[src/rtl/ycr_mport_router_if.sv]
// Bus bundle between NP requesting masters, the router and its single downstream slave.
// The slave modport is the router's view; the master modport is the surrounding environment.
interface ycr_mport_router_if #(
  parameter int unsigned NP   = 4,
  parameter int unsigned TIDW = 3,
  parameter int unsigned AW   = 32,
  parameter int unsigned DW   = 32,
  parameter int unsigned BW   = 3
);
  logic [NP-1:0]      m_req;
  logic [NP-1:0]      m_cmd;
  logic [2*NP-1:0]    m_width;
  logic [TIDW*NP-1:0] m_tid;
  logic [AW*NP-1:0]   m_addr;
  logic [BW*NP-1:0]   m_bl;
  logic [DW*NP-1:0]   m_wdata;
  logic [NP-1:0]      m_req_ack;
  logic [NP-1:0]      m_lack;
  logic [DW*NP-1:0]   m_rdata;
  logic [2*NP-1:0]    m_resp;

  logic               s_req;
  logic               s_cmd;
  logic [1:0]         s_width;
  logic [AW-1:0]      s_addr;
  logic [BW-1:0]      s_bl;
  logic [DW-1:0]      s_wdata;
  logic               s_req_ack;
  logic [DW-1:0]      s_rdata;
  logic [1:0]         s_resp;

  modport slave (
    input  m_req, m_cmd, m_width, m_tid, m_addr, m_bl, m_wdata,
    output m_req_ack, m_lack, m_rdata, m_resp,
    output s_req, s_cmd, s_width, s_addr, s_bl, s_wdata,
    input  s_req_ack, s_rdata, s_resp
  );

  modport master (
    output m_req, m_cmd, m_width, m_tid, m_addr, m_bl, m_wdata,
    input  m_req_ack, m_lack, m_rdata, m_resp,
    input  s_req, s_cmd, s_width, s_addr, s_bl, s_wdata,
    output s_req_ack, s_rdata, s_resp
  );
endinterface

[src/rtl/ycr_mport_router.sv]
// Arbitrates NP masters onto one target port: IDLE picks a winner, CMD carries the request,
// RESP forwards response beats until a lock, an error or a response timeout ends the grant.
module ycr_mport_router #(
  parameter int unsigned NP       = 4,
  parameter int unsigned TIDW     = 3,
  parameter int unsigned AW       = 32,
  parameter int unsigned DW       = 32,
  parameter int unsigned BW       = 3,
  parameter int unsigned ARB_MODE = 0,
  parameter int unsigned LACK_EN  = 0,
  parameter int unsigned TMO      = 255
) (
  input  logic                  clk,
  input  logic                  rst_n,
  input  logic [TIDW-1:0]       target_id,
  ycr_mport_router_if.slave     bus,
  output logic [$clog2(NP)-1:0] gnt_id,
  output logic                  busy
);
  localparam int unsigned GW = $clog2(NP);
  localparam int unsigned CW = (TMO > 0) ? $clog2(TMO + 1) : 1;
  localparam logic [CW-1:0] CntMax = (TMO > 0) ? CW'(TMO) : {CW{1'b1}};

  localparam logic [1:0] RespNotRdy = 2'b00;
  localparam logic [1:0] RespOk     = 2'b01;
  localparam logic [1:0] RespEr     = 2'b10;
  localparam logic [1:0] RespLok    = 2'b11;

  typedef enum logic [1:0] {StIdle, StCmd, StResp} state_e;

  state_e        state_q;
  logic [GW-1:0] gnt_q, last_q;
  logic [CW-1:0] cnt_q;

  logic [NP-1:0] elig;
  logic [GW-1:0] win, idx;
  logic          any_elig;
  logic          g_req;
  logic          tmo_hit;
  logic [1:0]    resp_fwd;
  logic [31:0]   gi;

  assign gi       = 32'(gnt_q);
  assign g_req    = bus.m_req[gnt_q];
  assign any_elig = |elig;
  assign gnt_id   = gnt_q;
  assign busy     = (state_q != StIdle);

  always_comb begin
    elig = '0;
    for (int i = 0; i < NP; i++) begin
      elig[i] = bus.m_req[i] && (bus.m_tid[i*TIDW +: TIDW] == target_id);
    end
  end

  // Later loop iterations override earlier ones, so scan from lowest to highest priority.
  always_comb begin
    win = '0;
    idx = '0;
    if (ARB_MODE != 0) begin
      for (int i = NP - 1; i >= 0; i--) begin
        if (elig[i]) win = GW'(i);
      end
    end else begin
      for (int k = NP; k >= 1; k--) begin
        idx = GW'((32'(last_q) + 32'(k)) % NP);
        if (elig[idx]) win = idx;
      end
    end
  end

  // The count reaches TMO on this NOTRDY beat.
  assign tmo_hit = (TMO != 0) && (state_q == StResp) && (bus.s_resp == RespNotRdy) &&
                   ((32'(cnt_q) + 32'd1) == TMO);

  always_comb begin
    resp_fwd = bus.s_resp;
    if (bus.s_resp == RespLok && LACK_EN == 0) begin
      resp_fwd = RespOk;
    end else if (tmo_hit) begin
      resp_fwd = RespEr;
    end
  end

  always_comb begin
    bus.s_req     = 1'b0;
    bus.s_cmd     = 1'b0;
    bus.s_width   = '0;
    bus.s_addr    = '0;
    bus.s_bl      = '0;
    bus.s_wdata   = '0;
    bus.m_req_ack = '0;
    bus.m_lack    = '0;
    bus.m_rdata   = '0;
    bus.m_resp    = '0;
    unique case (state_q)
      StCmd: begin
        bus.s_req            = g_req;
        bus.s_cmd            = bus.m_cmd[gnt_q];
        bus.s_width          = bus.m_width[gi*2 +: 2];
        bus.s_addr           = bus.m_addr[gi*AW +: AW];
        bus.s_bl             = bus.m_bl[gi*BW +: BW];
        bus.s_wdata          = bus.m_wdata[gi*DW +: DW];
        bus.m_req_ack[gnt_q] = bus.s_req_ack & g_req;
      end
      StResp: begin
        bus.s_wdata              = bus.m_wdata[gi*DW +: DW];
        bus.m_rdata[gi*DW +: DW] = bus.s_rdata;
        bus.m_resp[gi*2 +: 2]    = resp_fwd;
        bus.m_lack[gnt_q]        = (bus.s_resp == RespLok);
      end
      default: ;
    endcase
  end

  always_ff @(posedge clk or negedge rst_n) begin
    if (!rst_n) begin
      state_q <= StIdle;
      gnt_q   <= '0;
      last_q  <= GW'(NP - 1);
      cnt_q   <= '0;
    end else begin
      unique case (state_q)
        StIdle: begin
          if (any_elig) begin
            gnt_q   <= win;
            state_q <= StCmd;
          end
        end
        StCmd: begin
          if (!g_req) begin
            state_q <= StIdle;
          end else if (bus.s_req_ack) begin
            state_q <= StResp;
            cnt_q   <= '0;
          end
        end
        StResp: begin
          if (bus.s_resp != RespNotRdy) begin
            cnt_q <= '0;
          end else if (cnt_q != CntMax) begin
            cnt_q <= cnt_q + CW'(1);
          end
          if (bus.s_resp == RespLok || bus.s_resp == RespEr || tmo_hit) begin
            last_q  <= gnt_q;
            state_q <= StIdle;
          end
        end
        default: state_q <= StIdle;
      endcase
    end
  end
endmodule
[src/flat_wrapper.sv]
// flat-port wrapper written by rule: the top's interface ports become plain ports
module ycr_mport_router_flat 
#(
  parameter int unsigned NP       = 4,
  parameter int unsigned TIDW     = 3,
  parameter int unsigned AW       = 32,
  parameter int unsigned DW       = 32,
  parameter int unsigned BW       = 3,
  parameter int unsigned ARB_MODE = 0,
  parameter int unsigned LACK_EN  = 0,
  parameter int unsigned TMO      = 255
)
  (clk, rst_n, target_id, gnt_id, busy, bus_m_req, bus_m_cmd, bus_m_width, bus_m_tid, bus_m_addr, bus_m_bl, bus_m_wdata, bus_m_req_ack, bus_m_lack, bus_m_rdata, bus_m_resp, bus_s_req, bus_s_cmd, bus_s_width, bus_s_addr, bus_s_bl, bus_s_wdata, bus_s_req_ack, bus_s_rdata, bus_s_resp);
  ycr_mport_router_if #(.NP(NP), .TIDW(TIDW), .AW(AW), .DW(DW), .BW(BW)) bus_i ();
  input  logic clk;
  input  logic rst_n;
  input  logic [TIDW-1:0] target_id;
  output logic [$clog2(NP)-1:0] gnt_id;
  output logic busy;
  input wire logic [$bits(bus_i.m_req)-1:0] bus_m_req;
  input wire logic [$bits(bus_i.m_cmd)-1:0] bus_m_cmd;
  input wire logic [$bits(bus_i.m_width)-1:0] bus_m_width;
  input wire logic [$bits(bus_i.m_tid)-1:0] bus_m_tid;
  input wire logic [$bits(bus_i.m_addr)-1:0] bus_m_addr;
  input wire logic [$bits(bus_i.m_bl)-1:0] bus_m_bl;
  input wire logic [$bits(bus_i.m_wdata)-1:0] bus_m_wdata;
  output wire logic [$bits(bus_i.m_req_ack)-1:0] bus_m_req_ack;
  output wire logic [$bits(bus_i.m_lack)-1:0] bus_m_lack;
  output wire logic [$bits(bus_i.m_rdata)-1:0] bus_m_rdata;
  output wire logic [$bits(bus_i.m_resp)-1:0] bus_m_resp;
  output wire logic [$bits(bus_i.s_req)-1:0] bus_s_req;
  output wire logic [$bits(bus_i.s_cmd)-1:0] bus_s_cmd;
  output wire logic [$bits(bus_i.s_width)-1:0] bus_s_width;
  output wire logic [$bits(bus_i.s_addr)-1:0] bus_s_addr;
  output wire logic [$bits(bus_i.s_bl)-1:0] bus_s_bl;
  output wire logic [$bits(bus_i.s_wdata)-1:0] bus_s_wdata;
  input wire logic [$bits(bus_i.s_req_ack)-1:0] bus_s_req_ack;
  input wire logic [$bits(bus_i.s_rdata)-1:0] bus_s_rdata;
  input wire logic [$bits(bus_i.s_resp)-1:0] bus_s_resp;
  assign bus_i.m_req = bus_m_req;
  assign bus_i.m_cmd = bus_m_cmd;
  assign bus_i.m_width = bus_m_width;
  assign bus_i.m_tid = bus_m_tid;
  assign bus_i.m_addr = bus_m_addr;
  assign bus_i.m_bl = bus_m_bl;
  assign bus_i.m_wdata = bus_m_wdata;
  assign bus_m_req_ack = bus_i.m_req_ack;
  assign bus_m_lack = bus_i.m_lack;
  assign bus_m_rdata = bus_i.m_rdata;
  assign bus_m_resp = bus_i.m_resp;
  assign bus_s_req = bus_i.s_req;
  assign bus_s_cmd = bus_i.s_cmd;
  assign bus_s_width = bus_i.s_width;
  assign bus_s_addr = bus_i.s_addr;
  assign bus_s_bl = bus_i.s_bl;
  assign bus_s_wdata = bus_i.s_wdata;
  assign bus_i.s_req_ack = bus_s_req_ack;
  assign bus_i.s_rdata = bus_s_rdata;
  assign bus_i.s_resp = bus_s_resp;
  ycr_mport_router #(.NP(NP), .TIDW(TIDW), .AW(AW), .DW(DW), .BW(BW), .ARB_MODE(ARB_MODE), .LACK_EN(LACK_EN), .TMO(TMO)) u_core (.clk(clk), .rst_n(rst_n), .target_id(target_id), .bus(bus_i), .gnt_id(gnt_id), .busy(busy));
endmodule
[config.mk]
export PLATFORM = sky130hd
export DESIGN_NAME = ycr_mport_router_flat
export DESIGN_NICKNAME = d
export VERILOG_FILES = /design/src/rtl/ycr_mport_router_if.sv /design/src/rtl/ycr_mport_router.sv /design/src/flat_wrapper.sv
export SDC_FILE = /design/constraint.sdc
export NUM_CORES = 1
export LEC_CHECK = 0
export CAP_MARGIN = 0
export CORE_AREA = 2 2 214 216
export CTS_BUF_LIST = sky130_fd_sc_hd__clkbuf_4
export CTS_CLUSTER_DIAMETER = 50
export DETAILED_ROUTE_END_ITERATION = 7
export DIE_AREA = 0 0 216 218
export GPL_TIMING_DRIVEN = 0
export PLACE_DENSITY = 0.35
export SYNTH_ARGS = -nofsm -noshare
export SYNTH_HDL_FRONTEND = slang
export SYNTH_SLANG_ARGS = --single-unit
[constraint.sdc]
create_clock -name clk -period 6.8 [get_ports clk]
set_clock_uncertainty 0.2 [all_clocks]
set_input_delay 0.68 -clock clk [delete_from_list [all_inputs] [get_ports clk]]
set_output_delay 0.68 -clock clk [all_outputs]
set_load 0.02 [all_outputs]
Word level (Yosys, flattened, before mapping)
Index checks and enable logic that the tools add are counted.
{ "word_totals": {"register_bits": 14, "latchBits": 0, "mem_bits_rw": 0, "rom_bits": 0, "output_inout_bits": 218, "wordCells": 108, "n_memories": 0} }
{ "op_classes": {"add_sub_neg": 8, "mul": 1, "n_div": 0, "n_lt_le_gt_ge": 6, "n_eq_ne": 16, "shifts": 8, "muxes": 40, "bitwise_logic": 5, "reduce_logical": 20} }
{ "ops": {"columns": ["op", "count"], "rows": [
  ["$shiftx A128 B8 Y32", 2],
  ["$and A128 B128 Y128", 1],
  ["$mux W128", 1],
  ["$shift A32 B34 Y128 const A", 1],
  ["$shiftx A32 B34 Y128", 1],
  ["$mux W32", 2],
  ["$mux W8", 5],
  ["$neg A3 Y34", 1],
  ["$neg A7 Y34", 1],
  ["$shift A2 B34 Y8 const A", 1],
  ["$shiftx A2 B34 Y8", 1],
  ["$shiftx A12 B33 Y3", 1],
  ["$eq A32 B8 Y1 const B", 1],
  ["$mux W2", 11],
  ["$pmux W8 S2", 1],
  ["$lt A2 B3 Y1 const B", 5],
  ["$bmux W1 S2", 6],
  ["$eq A3 B3 Y1", 4],
  ["$add A8 B1 Y9 const B", 1],
  ["$mux W1", 9],
  ["$add A8 B1 Y8 const B", 1],
  ["$and A4 B4 Y4", 2],
  ["$and A8 B8 Y8", 1],
  ["$mux W4", 2],
  ["other kinds (24)", 42]
]} }

Longest topological paths before layout
{ "depth": {"word_depth": 8, "ltp_mapped": 8, "depth_no_buf": 7} }

Worst setup path after synthesis
OpenSTA, ideal clock, no wires.
{ "synth_timing": {"kind": "flip-flop to output port", "start": "register u_core.gnt_q[1] (netlist: u_core.gnt_id[1])", "end": "output bus_m_rdata[67]", "arrival_time_ps": 2723, "t_required_ps": 5920, "setup_slack_ps": 3197, "path_stages_with_launch": 9, "path_buffers": 3, "path_cell_list": "dfrtp_1 -> clkbuf_1 -> clkbuf_1 -> inv_1 -> ha_1 -> nand2_1 -> nor4b_1 -> clkbuf_1 -> and2_1"} }
{ "synth_between": {"elab_chain_cells": 4, "word_cells_on_any_way": 5, "classes_between": "add/sub: 1; shift: 2; mux: 1; bitwise: 1"} }
{ "synth_lines": {"columns": ["item", "line_no", "rtl"], "rows": [
  ["start: declaration", "ycr_mport_router.sv:32", "logic [GW-1:0] gnt_q, last_q;"],
  ["start signal: assignment", "ycr_mport_router.sv:126", "gnt_q <= win;"],
  ["$neg A7 Y34 (*)", "ycr_mport_router.sv:108", "bus.m_rdata[gi*DW +: DW] = bus.s_rdata;"],
  ["$shiftx A32 B34 Y128 or $shift A32 B34 Y128 (tied branches)", "ycr_mport_router.sv:108", null],
  ["$and A128 B128 Y128 (no line) (*)", null, null],
  ["$mux W128 (*)", "ycr_mport_router.sv:96", "unique case (state_q)"],
  ["end: declaration", "flat_wrapper.sv:29", "output wire logic [$bits(bus_i.m_rdata)-1:0] bus_m_rdata;"]
]} }
Mark *: on every way between the ends. The rest lies on a longest branch, timed or not.

Final worst setup path
{ "layout_timing": {"start": "register u_core.gnt_q[1] (netlist: u_core.gnt_id[1])", "end": "output bus_m_rdata[46]"} }
The elaborated chain is that of the path after synthesis.

==> results_dict.tcl <==
set metrics [dict create \
    drt-initial-drc-count 203 \
    seq_area_frac_synth_pct 8.179 \
    pre_cts_slack_ns 1.035 \
    antenna_found_initial 1 \
    fin_crit_ns 5.900 \
    worstHoldEndpoint "u_core.cnt_q[0]" \
    synth_edf_count 0 \
    core-area_mm2 0.04489 \
    rows 78 \
    crit_slowest_cell "nor4b_2" \
    r2r_end "u_core.last_q[0]" \
    cts_tree "built" \
    numClockSinks 14 \
    crit_type "flop to primary output" \
    r2r_cells 8 \
    status "finished, final reports clean" \
    vias 6037 \
    dp_cells 1613 \
    startpoint_type "flop" \
    worstHoldStart "u_core.cnt_q[0]" \
    die_w_um 216 \
    tns_ns 0 \
    firstDrtPassIters 4 \
    start_util_pct 9.610 \
    drt-wirelength-per-cell_um 21.14 \
    layout.nets 1364 \
    gr-total-overflow 0 \
    hold_violations 0 \
    crit_required_ns 5.92 \
    io-pin-count 554 \
    yosysTopAreaCellShare_pct 37.06 \
    grt_use_total_pct 13.61 \
    avgSynthCellArea_um2 9.318 \
    yosys.area.top_type "mux4_2" \
    drt-total-wl_mm 34.32 \
    die_h_um 218 \
    synth.area.mux_share_pct 37.65 \
    cts_root_buf "clkbuf_4" \
    syn-cell-area_mm2 0.004314 \
    endpoint_kind "primary output" \
    max_stage_delay_ns 0.72 \
    hold_depth 2 \
    holdBufCountCts 0 \
    tightest_slew_ns 0.8857 \
    fin_crit_sh_pct 86.77 \
    syn_nets 809 \
    cts_buffer_depth 2 \
    maxCapViolations 0 \
    synth.most_common_cell "and2_1" \
    setup_slack_ns 0.8999 \
    hp-class "flop to flop" \
    clkTransAtPathRegs_ns 0.10 \
    cts_buffers 3 \
    cp.arrival_ns 5.02 \
    path_cells "clkbuf_1 > clkbuf_1 > inv_1 > ha_1 > nand2_1 > nor4b_2 > clkbuf_1 > and2_1 > clkdlybuf4s50_1" \
    post-route-drc-count 0 \
    yosys.area_share.simple_pct 38.14 \
    total_power_mw 2.310 \
    synth.ff_latch_count 14 \
    instances_no_fill 1624 \
    synthAdderAreaFrac_pct 2.900 \
    setup-violations-final 0 \
    grt_pass1_wl_mm 47.10 \
    drive_gt1_share_pct 9.636 \
    synth_xor_area_share_pct 2.842 \
    synthArstFlopShare_pct 100.0 \
    htreeDepth 1 \
    io_buffers 550 \
    viasPerCell 3.717 \
    area_delta_synth_final_pct 146.3 \
    synthTopCellsByArea "mux4_2 37%, and2_1 30%, dfrtp_1 7.0%, ha_1 2.9%, xnor2_1 2.8%" \
    synth_top_cells_by_count "206 x and2_1, 71 x mux4_2, 32 x clkbuf_1" \
    synth_top_family_by_area "simple AND/OR/NAND/NOR gates" \
    synth-compound-area-share_pct 5.829 \
    dieArea_mm2 0.04709 \
    ir_drop_uv 117.9 \
    ant_nets 0 \
    gp_congestion 0.8163 \
    fmax_mhz 169.5 \
    grt_pass1_vias 6393 \
    cts_setup_buffers 0 \
    p_per_area_mw_per_mm2 217.4 \
    worstSkewPairLatency_ns 0.29 \
    reg2reg_slack_ns 3.86 \
    rsz0062_at_grt "no" \
    cts_resized 0 \
    syn_inst 463 \
    crit_top_cell "clkbuf_1" \
    crit_path_start "u_core.gnt_id[1]" \
    slew_viol_final 0 \
    ys_types 48 \
    grt_max_degree 15 \
    crit_fanout 11 \
    leakagePower_nw 3.673 \
    dpl.hpwl_mm 30.37 \
    r2r_start "u_core.state_q[0]" \
    yosysWarnings 0 \
    yosys_most_used_dff "dfrtp_1" \
    slew_headroom_pct 40.95 \
]
-- how the worst max path moves through the flow --
stage | endpoint | slack [ns] | cells after the start
final | bus_m_rdata[46] | 0.90 | 9
after global routing | bus_m_rdata[44] | 0.46 | 9
after CTS | bus_m_rdata[53] | 0.69 | 9
after detailed placement | bus_m_rdata[46] | 1.03 | 9
after global placement | bus_m_rdata[85] | 0.49 | 9
after floorplan | bus_m_rdata[67] | 3.20 | 8
-- cell families (layout without fill, tap and decap cells) --
group,count (synthesis),after routing
AO/OA/AOI/OAI,35,35
other,0,7
XOR/XNOR,14,14
multiplexers,73,73
adder cells (fa/ha/maj),10,10
flip-flops,14,14
AND/OR/NAND/NOR,268,268
buffers and inverters,49,603
-- critical path: cells and delay by family, from the launching register on --
kind                       cells  cell delay, ns
and+or+nand+nor                3            1.04
buffers and inverters          5            2.80
adders and majority gates      1            0.44
DFF                            1            0.44
-- registers in the layout, indices dropped and copies added, names as in the netlist --
| register | flops |
|---|---|
| u_core.cnt_q | 8 |
| u_core.state_q | 2 |
| u_core.gnt_id | 2 |
| u_core.last_q | 2 |
-- stage by stage --
step           util, %  hold WS, ns  area, µm²
2_1_floorplan        -       0.1844       4314
3_3_place_gp     23.55       0.3529      10570
3_5_place_dp     23.57       0.3565      10580
4_1_cts          23.63       0.3818      10610
5_1_grt          23.64       0.4045      10610
6_report         23.67       0.3720      10630
-- per-layer routing --
| layer | share of wire, % | wire length (µm) | track usage [%] | up-vias |
|---|---|---|---|---|
| met1 | 37 | 12700 | 14.80 | 2877 |
| li1 | - | - | - | 2790 |
| met3 | 9.1 | 3130 | 4.114 | 14 |
| met4 | 1.0 | 346 | 1.530 | 0 |
| met2 | 53 | 18150 | 26.47 | 356 |
| met5 | 0 | 0 | 0 | - |
-- layout make-up --
cell class	count	area, µm²
fillers	4932	34270
repair buffers	550	5505
multi-input cells	400	3781
well taps	600	750.7
flip-flops and latches	14	352.8
plain buffers	40	158.9
inverters	9	33.78
clock buffers	3	22.52
diodes	7	17.52
clock inverters	1	3.754
-- power breakdown --
group	switching, mW	internal [mW]
clock	0.0307	0.0213
sequential	0.0232	0.104
combinational	1.06	1.07
-- layout by cell type (no fill, tap or decap), types with 6 or more instances in the layout --
cell             instances
and2_1                 206
and3_1                   8
buf_2                    7
clkbuf_1                32
clkdlybuf4s50_1        550
dfrtp_1                 12
diode_2                  7
ha_1                    10
inv_1                    9
mux4_2                  71
nand2_1                 12
nand3_1                  6
nand4_1                  6
nor2_1                  10
o21ai_0                  9
xnor2_1                 14
Power figures use the tool's default switching activity.
